===== config.mk =====
export PLATFORM = sky130hd
export DESIGN_NAME = bin2bcd_iter
export DESIGN_NICKNAME = d
export VERILOG_FILES = /design/src/rtl/bin2bcd_pkg.sv /design/src/rtl/bcd_digit_adj.sv /design/src/rtl/bin2bcd_iter.sv
export SDC_FILE = /design/constraint.sdc
export NUM_CORES = 1
export LEC_CHECK = 0
export CAP_MARGIN = 20
export CORE_MARGIN = 2
export CORE_UTILIZATION = 51
export CTS_CLUSTER_DIAMETER = 50
export DETAILED_ROUTE_END_ITERATION = 10
export PLACE_DENSITY_LB_ADDON = 0.08
export RECOVER_POWER = 100
export SLEW_MARGIN = 20
export SYNTH_ARGS = -nofsm -noshare
export SYNTH_HDL_FRONTEND = slang
export SYNTH_SLANG_ARGS = --single-unit

===== constraint.sdc =====
create_clock -name clk -period 1.75 [get_ports clk]
set_clock_uncertainty 0.05 [all_clocks]
set_input_delay 0.175 -clock clk [delete_from_list [all_inputs] [get_ports clk]]
set_output_delay 0.175 -clock clk [all_outputs]
set_load 0.01 [all_outputs]

===== src/rtl/bin2bcd_pkg.sv =====
// Shared state encoding and sizing helpers for the iterative binary-to-BCD converter.
package bin2bcd_pkg;

  localparam int BCD_W = 4;

  typedef enum logic [1:0] {
    ST_IDLE  = 2'd0,
    ST_SHIFT = 2'd1,
    ST_DONE  = 2'd2
  } state_e;

  // floor(bin_w * log10(2)) + 1 decimal digits hold 2^bin_w - 1.
  function automatic int bcd_digits(input int bin_w);
    return (bin_w * 30103) / 100000 + 1;
  endfunction

endpackage


===== src/rtl/bcd_digit_adj.sv =====
// One BCD digit correction step of shift-and-add-3: add 3 when the digit is 5 or more.
module bcd_digit_adj
  import bin2bcd_pkg::*;
(
  input  logic [BCD_W-1:0] d,
  output logic [BCD_W-1:0] q
);

  assign q = (d >= 4'd5) ? d + 4'd3 : d;

endmodule


===== src/rtl/bin2bcd_iter.sv =====
// Iterative binary-to-BCD converter, one input bit per clock.
// BIN2BCD_SIGNED_EN: treat bin as two's complement, convert |bin| and report the sign on bcd_neg.
module bin2bcd_iter
  import bin2bcd_pkg::*;
#(
  parameter  int BIN_W   = 11,
  localparam int BCD_DIG = bcd_digits(BIN_W)
) (
  input  logic                     clk,
  input  logic                     rstn,
  input  logic [BIN_W-1:0]         bin,
  input  logic                     bin_vld,
  output logic                     bin_rdy,
  output logic [BCD_W*BCD_DIG-1:0] bcd,
  output logic                     bcd_vld,
  input  logic                     bcd_rdy
`ifdef BIN2BCD_SIGNED_EN
  ,
  output logic                     bcd_neg
`endif
);

  localparam int DIG_W = BCD_W * BCD_DIG;
  localparam int CNT_W = $clog2(BIN_W + 1);

  localparam logic [1:0] IDLE  = ST_IDLE;
  localparam logic [1:0] SHIFT = ST_SHIFT;
  localparam logic [1:0] DONE  = ST_DONE;

  logic [1:0]       state;
  logic [BIN_W-1:0] sh;
  logic [DIG_W-1:0] dig;
  logic [DIG_W-1:0] dig_adj;
  logic [CNT_W-1:0] cnt;
  logic [BIN_W-1:0] load_val;

  // A transfer happens on any edge where valid and ready are both high;
  // valid may rise at any time, ready is purely a function of the state.
  assign bin_rdy = (state == IDLE);
  assign bcd_vld = (state == DONE);
  assign bcd     = dig;

`ifdef BIN2BCD_SIGNED_EN
  logic neg;
  // -(-2^(BIN_W-1)) wraps to 2^(BIN_W-1), which is the correct unsigned magnitude.
  assign load_val = bin[BIN_W-1] ? -bin : bin;
  assign bcd_neg  = neg;
`else
  assign load_val = bin;
`endif

  for (genvar g = 0; g < BCD_DIG; g++) begin : g_adj
    bcd_digit_adj u_adj (
      .d (dig[BCD_W*g +: BCD_W]),
      .q (dig_adj[BCD_W*g +: BCD_W])
    );
  end

  always_ff @(posedge clk) begin
    if (!rstn) begin
      state <= IDLE;
      sh    <= '0;
      dig   <= '0;
      cnt   <= '0;
`ifdef BIN2BCD_SIGNED_EN
      neg   <= 1'b0;
`endif
    end else begin
      case (state)
        IDLE: begin
          if (bin_vld) begin
            sh    <= load_val;
            dig   <= '0;
            cnt   <= '0;
`ifdef BIN2BCD_SIGNED_EN
            neg   <= bin[BIN_W-1];
`endif
            state <= SHIFT;
          end
        end
        SHIFT: begin
          // Iterations run for cnt = 0..BIN_W-1; the cycle seeing cnt == BIN_W only hands over to DONE.
          if (cnt == CNT_W'(BIN_W)) begin
            state <= DONE;
          end else begin
            {dig, sh} <= {dig_adj, sh} << 1;
            cnt       <= cnt + 1'b1;
          end
        end
        DONE: begin
          if (bcd_rdy) state <= IDLE;
        end
        default: state <= IDLE;
      endcase
    end
  end

endmodule


==> results of run 1 <==
cell families (layout without fill, tap and decap cells):
logic type | after synthesis | count (layout) | synth area share, %
AO/OA/AOI/OAI | 48 | 48 | 23.2
XOR/XNOR | 5 | 5 | 2.55
adder cells (fa/ha/maj) | 9 | 9 | 6.55
buffers and inverters | 17 | 66 | 5.67
flip-flops | 33 | 33 | 38.4
multiplexers | 13 | 13 | 7.56
AND/OR/NAND/NOR | 53 | 53 | 16.1
tightest hold or removal path: cells and delay by family:
kind                   cells  cell delay, ns
AOI/OAI and AO/OA          1            0.07
buffers and inverters      1            0.46
and+or+nand+nor            1            0.08
through the flow:
stage	hold slack (ns)	instance area (um2)
floorplan	0.271	1720
global placement	0.412	2160
detailed placement	0.435	2160
CTS	0.414	2260
global route	0.437	2260
finish	0.422	2260
path summary, 6_finish.rpt:
path / from / to / slack, ns / cells past startpoint
max: cnt[0] / state[0] / 0.05 / 6
min: bin[0] / sh[0] / 0.42 / 3
max reg2reg: cnt[0] / state[0] / 0.05 / 6
min reg2reg: bcd[13] / bcd[13] / 0.43 / 2
power groups by stage:
stage	clock network [mW]	registers (mW)	logic, mW
6_report	0.500	0.814	0.317
4_1_cts	0.516	0.815	0.329
3_5_place_dp	0	0.832	0.304
5_1_grt	0.547	0.819	0.351
2_1_floorplan	0	0.829	0.201
3_3_place_gp	0	0.829	0.294
cell type report:
type	instances	area share [%]
multi-input cells	128	42.9
flip-flops and latches	33	29.5
repair buffers	48	20.4
clock buffers	7	2.88
well taps	46	2.55
inverters	10	1.66
clock inverters	1	0.222
cells in the final DEF, fill, tap and decap left out, drive strengths merged, types with 3 or more instances in the layout:
master / synthesis / routed
nand2b: 7 / 7
nand2: 11 / 11
nor3b: 4 / 4
clkdlybuf4s50: 0 / 15
dlygate4sd3: 0 / 15
ha: 9 / 9
nor3: 3 / 3
dfxtp: 33 / 33
buf: 6 / 14
xnor2: 5 / 5
a22oi: 3 / 3
a211oi: 12 / 12
a32o: 8 / 8
a21o: 4 / 4
a21oi: 8 / 8
mux2i: 13 / 13
nor2: 22 / 22
inv: 10 / 10
clkbuf: 1 / 10
o21ai: 10 / 10
per-layer routing:
| layer | vias to the layer above | global-route usage [%] | part of all wire [%] |
|---|---|---|---|
| met5 | - | 0 | 0 |
| li1 | 730 | - | - |
| met4 | 0 | 9.12 | 1.9 |
| met3 | 8 | 6.83 | 5.0 |
| met1 | 708 | 23.7 | 40 |
| met2 | 32 | 37.2 | 53 |
registers in the layout (all words and copies together), names as in the netlist:
| signal | cells |
|---|---|
| sh | 11 |
| state | 2 |
| bcd | 16 |
| cnt | 4 |
what timing repair did:
item	CTS	global route
gates resized for setup	4	7
pin swaps	1	2
cloned	1	0
setup buffers	0	1
endpoints found under the setup margin	6	8
==> results.cfg, run 1 <==
[status]
run_status = finished, final reports clean

[worst_setup_path]
max_stage_delay_ns = 0.33
worstPathArrival_ns = 1.95
start_kind = register
worst-setup-path-type = reg2reg
required_ns = 2.00
path_delay_family = simple AND/OR/NAND/NOR gates
worst-path-buf-inv = 2
path_cells = ha_2 -> and3b_2 -> a211oi_4 -> clkbuf_2 -> buf_16 -> and3_1
critPathCaptureType = register
critPathMaxFanout = 11
slowest_stage = dfxtp_1

[floorplan]
pin_count = 33
core_area_um2 = 3280
die-area_um2 = 3850
die_h_um = 62.1
die_x_um = 62.1
rows = 21
start_util_pct = 52.4

[detailed_routing]
drc = 0
first_iter_violations = 56
vias = 1478
first_pass_iters = 4
routed_wire_length_per_instance_um = 13.3
vias_per_cell = 5.41
postRouteAntennaNets = 0
wl_um = 3630

[power]
switching_share_pct = 27.5
combPwrFrac_pct = 19.5
p_sw_mw = 0.449
ir_drop_uv = 547
power.density_nw_per_um2 = 723
p_int_mw = 1.18
clkPwrFrac_pct = 30.6
seq_power_share_pct = 49.9
p_leak_nw = 1.00
total_power_mw = 1.63

[clock_tree]
clk_path_buf_depth = 2
cts_buffers = 5
clock-sinks = 33
root_buffer = clkbuf_4
tritoncts = done
cts.hold.buffers_added = 0
clk_pin_slew_ns = 0.10
insertion_delay_ns = 0.35
htreeDepth = 2

[logic_synthesis]
synth_top_area_cell = dfxtp_1
synth_edf_count = 0
syn_area_um2 = 1720
yosys-top-cells-count = 33 x dfxtp_1, 20 x nor2_1, 13 x mux2i_1
ys_ff_latch = 33
synth_fp_nets = 202
yosysMostFrequentCell = dfxtp_1
yosysWarnings = 0
netlist_instances = 178
synthDistinctLibCells = 34
synth-seq-area-share_pct = 38.4
synthDominantCellAreaShare_pct = 38.4
syn_area_per_cell_um2 = 9.67
synth_area_leaders = dfxtp_1 38%, mux2i_1 7.6%, ha_1 6.5%
synthArstFlopShare_pct = 0
ys_dominant_reg_cell = dfxtp_1

[cells_and_area]
final_util_pct = 68.7
drive_gt1_share_pct = 18.5
multi_input_area_um2 = 967
fillers = 272
diodes = 0
area_growth_pct = 31.1
layoutNonFillerInstCount = 273
seqCellArea_um2 = 664
nNetsFinal = 250

[global_routing]
grt_pass1_vias = 1335
grt_pass1_wl_um = 5910
grt_max_degree = 18
gr-usage-all-layers_pct = 21.3
grt_overflow = 0
antenna_found_initial = 0

[min_path]
hp-class = in2reg

[run]
drv_cap = 0

[placed_design]
dp_slack_ns = -0.00615
dp_cells = 263
place.gp.congestion = 0.806
hpwl_um = 2670
numPortBuffers = 32

[sta]
rsz0062_at_grt = false
setup_violations = 0
min_period_ns = 1.70
maxSlewViolCount = 0
clock.fmax_mhz = 589
timing.final.ws_setup_ns = 0.0534
hold_violations = 0
tightestPinTransition_ns = 0.378
fin_tns_setup_ns = 0
period_share_pct = 96.9
slew_headroom_pct = 74.7
Power figures use the tool's default switching activity.
==> run 2, diff against run 1 <==
--- a/config.mk
+++ b/config.mk
@@ -6,8 +6,10 @@
 export NUM_CORES = 1
 export LEC_CHECK = 0
 export CAP_MARGIN = 20
+export CELL_PAD_IN_SITES_DETAIL_PLACEMENT = 1
+export CELL_PAD_IN_SITES_GLOBAL_PLACEMENT = 1
 export CORE_MARGIN = 2
-export CORE_UTILIZATION = 51
+export CORE_UTILIZATION = 39
 export CTS_CLUSTER_DIAMETER = 50
 export DETAILED_ROUTE_END_ITERATION = 10
 export PLACE_DENSITY_LB_ADDON = 0.08
==> run 2 against run 1 <==
Highest routed layer unchanged. Critical path depth shrank 3. First-iteration DRC count decreased by 29%. Power rose by 5.4%. Worst setup slack lost 0.015 ns. Worst hold slack better by 0.028 ns. Clock power grew 14%. Maximum frequency down 0.86%. Non-clock buffer count shrank 3. Flip-flop and latch count unchanged.
==> results.cfg, run 2 (synthesized netlist as in run 1, its figures left out) <==
[status]
run_status = finished, final reports clean

[run]
drv_cap = 0

[clock_tree]
clock-sinks = 33
htreeDepth = 2
clk_path_buf_depth = 2
clk_pin_slew_ns = 0.07
cts.hold.buffers_added = 0
tritoncts = done
root_buffer = clkbuf_8
cts_buffers = 5
insertion_delay_ns = 0.28

[power]
clkPwrFrac_pct = 33.3
power.density_nw_per_um2 = 755
combPwrFrac_pct = 19.4
p_int_mw = 1.27
seq_power_share_pct = 47.3
switching_share_pct = 26.4
p_sw_mw = 0.455
ir_drop_uv = 401
p_leak_nw = 0.993

[worst_setup_path]
slowest_stage = clkdlybuf4s50_1
start_kind = register
ff2ff_setup_slack_ns = 0.07
regToRegEndpoint = state[0]
reg2reg_depth = 6
timing.rr.start = cnt[1]
worst-setup-path-type = reg2out
worstPathArrival_ns = 1.49
required_ns = 1.52
max_stage_delay_ns = 0.56
critPathMaxFanout = 5
critPathCaptureType = primary output
path_cells = buf_4 -> nor2_1 -> clkdlybuf4s50_1

[cells_and_area]
final_util_pct = 53.1
area_growth_pct = 32.4
nNetsFinal = 247
drive_gt1_share_pct = 17.9
mostFrequentLayoutCell = dfxtp_1
largest_reg_flops = 16
diodes = 0
fillers = 492
layout_common_cells = 33 x dfxtp_1, 20 x nor2_1, 16 x clkdlybuf4s50_1, 16 x dlygate4sd3_1, 13 x mux2i_1

[global_routing]
grt_pass1_vias = 1580
grt_pass1_wl_um = 7300
grt_overflow = 0
antenna_found_initial = 0
grt_max_degree = 18
gr-usage-all-layers_pct = 18.8

[min_path]
hp-class = reg2reg
holdPathEnd = bcd[15]
min_from = bcd[15]
hold_depth = 1

[sta]
setup_violations = 0
hold_violations = 0
min_period_ns = 1.71
maxSlewViolCount = 0
tightestPinTransition_ns = 0.484
slew_headroom_pct = 67.7
clock.fmax_mhz = 584
timing.final.ws_setup_ns = 0.0387
period_share_pct = 97.8

[placed_design]
numPortBuffers = 32
hpwl_um = 3030
dp_slack_ns = -0.0387
place.gp.congestion = 0.665

[detailed_routing]
postRouteAntennaNets = 0
vias = 1470
wl_um = 4270
drc = 0
routed_wire_length_per_instance_um = 15.5
first_iter_violations = 40
vias_per_cell = 5.35
first_pass_iters = 4

[floorplan]
core_area_um2 = 4290
die_h_um = 70.4
die_x_um = 70.4
rows = 24
start_util_pct = 40.1
die-area_um2 = 4960
pin_count = 33
==> run 2: cell types whose count changed in the layout (fill, tap and decap cells not counted), sizes merged <==
cell,delta
clkinv,-1
buf,-2
clkbuf,-2
clkdlybuf4s50,+1
dlygate4sd3,+1
dlygate4sd2,-1
==> run 2: power groups by stage <==
stage	registers [mW]	logic [mW]	clock network [mW]
after floorplan	0.829	0.201	0
after global placement	0.827	0.293	0
after detailed placement	0.830	0.306	0
after CTS	0.814	0.336	0.586
after global routing	0.819	0.365	0.619
final	0.814	0.334	0.572
==> run 2: worst max-delay path: cells and delay by family (launching register included) <==
family	cells	cell delay, ns
buffers and inverters	2	0.74
flip-flops	1	0.35
AND/OR/NAND/NOR	1	0.12
==> run 2: cell type report <==
type	instances	area, um2	area share (%)
inverter	10	37.5	1.65
sequential	33	661	29.0
tap	52	65.1	2.86
timing repair buffer	45	434	19.1
clock buffer	7	86.3	3.79
multi-input combinational	128	995	43.7
==> run 2: worst max path at each step <==
stage | from | to | cells past startpoint | slack (ns)
3_3_place_gp | bin_vld | bcd[7] | 5 | 0.02
4_1_cts | state[1] | bcd_vld | 2 | 0.04
6_report | state[0] | bin_rdy | 3 | 0.04
3_5_place_dp | cnt[0] | bcd[8] | 5 | -0.04
5_1_grt | state[0] | bin_rdy | 3 | -0.03
2_1_floorplan | cnt[0] | cnt[2] | 7 | 0.13
==> run 2: layer usage <==
metal	global-route usage, %	wire length [um]	up-vias
met5	0	0	-
met4	4.49	46	0
met3	5.63	179	6
met2	36.8	2350	26
met1	19.0	1700	711
li1	-	-	727
==> run 2: stage by stage <==
step                instance area, um2  setup TNS (ns)  power, mW  hold WS [ns]  std cells
floorplan                         1720               0       1.03         0.271        178
global placement                  2130               0       1.12         0.421        265
detailed placement                2130          -0.151       1.14         0.442        265
CTS                               2260               0       1.74         0.453        274
global route                      2280         -0.0255       1.80         0.474        275
finish                            2280               0       1.72         0.450        275
==> run 2: what timing repair did <==
item	CTS	global route
gates cloned	1	0
pin swaps	1	1
setup buffers	1	1
resized for setup	3	6
endpoints found under the setup margin	7	12
==> run 3, diff against run 2 <==
--- a/config.mk
+++ b/config.mk
@@ -8,7 +8,6 @@
 export CAP_MARGIN = 20
 export CELL_PAD_IN_SITES_DETAIL_PLACEMENT = 1
 export CELL_PAD_IN_SITES_GLOBAL_PLACEMENT = 1
-export CORE_MARGIN = 2
 export CORE_UTILIZATION = 39
 export CTS_CLUSTER_DIAMETER = 50
 export DETAILED_ROUTE_END_ITERATION = 10
==> run 3 against run 2 <==
Power is 8.9% higher. Design area is 1.5% higher. Count of clock-buffer cells in the layout stayed put. Core utilization is 3.1 points higher. Die area is 5.6% lower. Critical path depth is 3 higher. Global-route usage is 0.43 points higher. Non-clock buffer count is 4 higher. Worst setup slack better by 0.031 ns. Wire length is 1.8% lower. Flip-flop and latch count stayed put. Final cell count is 1.1% higher. Critical endpoint is now state[0].
==> results.cfg, run 3 (synthesized netlist as in run 1, its figures left out) <==
[cells_and_area]
fillers = 484
layout_common_cells = 33 x dfxtp_1, 22 x nor2_1, 16 x dlygate4sd3_1
nNetsFinal = 251
stdcell_area_um2 = 2310
final_util_pct = 56.2
largest_reg_flops = 16
diodes = 0
mostFrequentLayoutCell = dfxtp_1
area_growth_pct = 34.4
drive_gt1_share_pct = 15.8

[sta]
hold_violations = 0
setup_violations = 0
clock.fmax_mhz = 595
timing.final.ws_setup_ns = 0.0699
period_share_pct = 96.0
slew_headroom_pct = 77.3
fin_tns_setup_ns = 0
min_period_ns = 1.68
rsz0062_at_grt = false
tightestPinTransition_ns = 0.336
maxSlewViolCount = 0

[power]
p_sw_mw = 0.455
seq_power_share_pct = 43.4
combPwrFrac_pct = 17.5
clkPwrFrac_pct = 39.1
ir_drop_uv = 415
power.density_nw_per_um2 = 810
p_int_mw = 1.42
switching_share_pct = 24.3
p_leak_nw = 1.04

[worst_setup_path]
timing.rr.start = cnt[0]
ff2ff_setup_slack_ns = 0.07
critPathCaptureType = register
max_stage_delay_ns = 0.32
start_kind = register
required_ns = 1.93
worstPathArrival_ns = 1.86
crit_path_start = cnt[0]
worst-setup-path-type = reg2reg
critPathMaxFanout = 11
slowest_stage = dfxtp_1
path_delay_family = simple AND/OR/NAND/NOR gates
worst-path-buf-inv = 2
path_cells = ha_1 -> and3b_2 -> a211oi_4 -> buf_4 -> clkbuf_16 -> and3_1

[detailed_routing]
drc = 0
vias = 1477
vias_per_cell = 5.31
first_iter_violations = 42
postRouteAntennaNets = 0
first_pass_iters = 4
drt-met1-wl_um = 1830
routed_wire_length_per_instance_um = 15.1
wl_um = 4190
top_layer = met4
dr_wl_met2_um = 2170
dr_wl_met3_um = 143

[clock_tree]
tritoncts = done
clk_path_buf_depth = 2
htreeDepth = 2
clock-sinks = 33
root_buffer = clkbuf_8
cts_buffers = 5
insertion_delay_ns = 0.28
clk_pin_slew_ns = 0.07

[placed_design]
post_dp_cell_area_um2 = 2180
numPortBuffers = 32
hpwl_um = 3110
dp_slack_ns = -0.0125
place.gp.congestion = 0.685

[global_routing]
grt_overflow = 0
gr-usage-all-layers_pct = 19.2
antenna_found_initial = 0
grt_pass1_vias = 1492
grt_pass1_wl_um = 6600
grt_max_degree = 23

[floorplan]
core_area_um2 = 4120
die-area_um2 = 4680
pin_count = 33
rows = 23
die_x_um = 68.4
start_util_pct = 41.8
die_h_um = 68.4

[run]
drv_cap = 0

[min_path]
min_from = bcd[13]
hp-class = reg2reg

[status]
run_status = finished, final reports clean
run 3: cell type report:
type                            count  area (um2)  share of cell area, %
Clock buffer                        7        86.3                   3.73
Clock inverter                      1        30.0                   1.30
Inverter                           10        37.5                   1.62
Multi-Input combinational cell    128         952                   41.2
Sequential cell                    33         661                   28.6
Tap cell                           50        62.6                   2.71
Timing Repair Buffer               49         483                   20.9
run 3: timing repair:
action | in CTS | in global routing
pin swaps | 0 | 1
setup buffers | 0 | 1
setup endpoints to repair | 1 | 11
hold buffers | 0 | 0
cloned | 0 | 1
gates resized for setup | 1 | 2
run 3: stage by stage:
stage	std cells	total power, mW	hold slack [ns]
after global placement	268	1.13	0.412
after detailed placement	268	1.14	0.441
after floorplan	178	1.03	0.271
final	278	1.87	0.436
after CTS	276	1.89	0.452
after global routing	278	1.96	0.469
run 3: worst paths after layout:
check,cells after the start,endpoint
setup reg to reg,6,state[0]
setup / recovery,6,state[0]
hold reg to reg,2,bcd[13]
hold / removal,2,bcd[13]
run 3: routing by layer:
layer / vias up / GRT usage (%)
li1: 732 / -
met4: 0 / 5.47
met3: 5 / 5.00
met5: - / 0
met1: 712 / 21.5
met2: 28 / 35.2
run 3: tightest hold or removal path, cell delays in order (launching register included):
cell and delay (ns):
dfxtp_1 0.32, nand2_1 0.05, o21ai_0 0.07
run 3: power groups by stage:
stage,sequential [mW],clock (mW),combinational [mW]
after floorplan,0.829,0,0.201
after global placement,0.827,0,0.302
after detailed placement,0.830,0,0.315
after CTS,0.813,0.759,0.317
after global routing,0.817,0.788,0.356
final,0.814,0.733,0.327
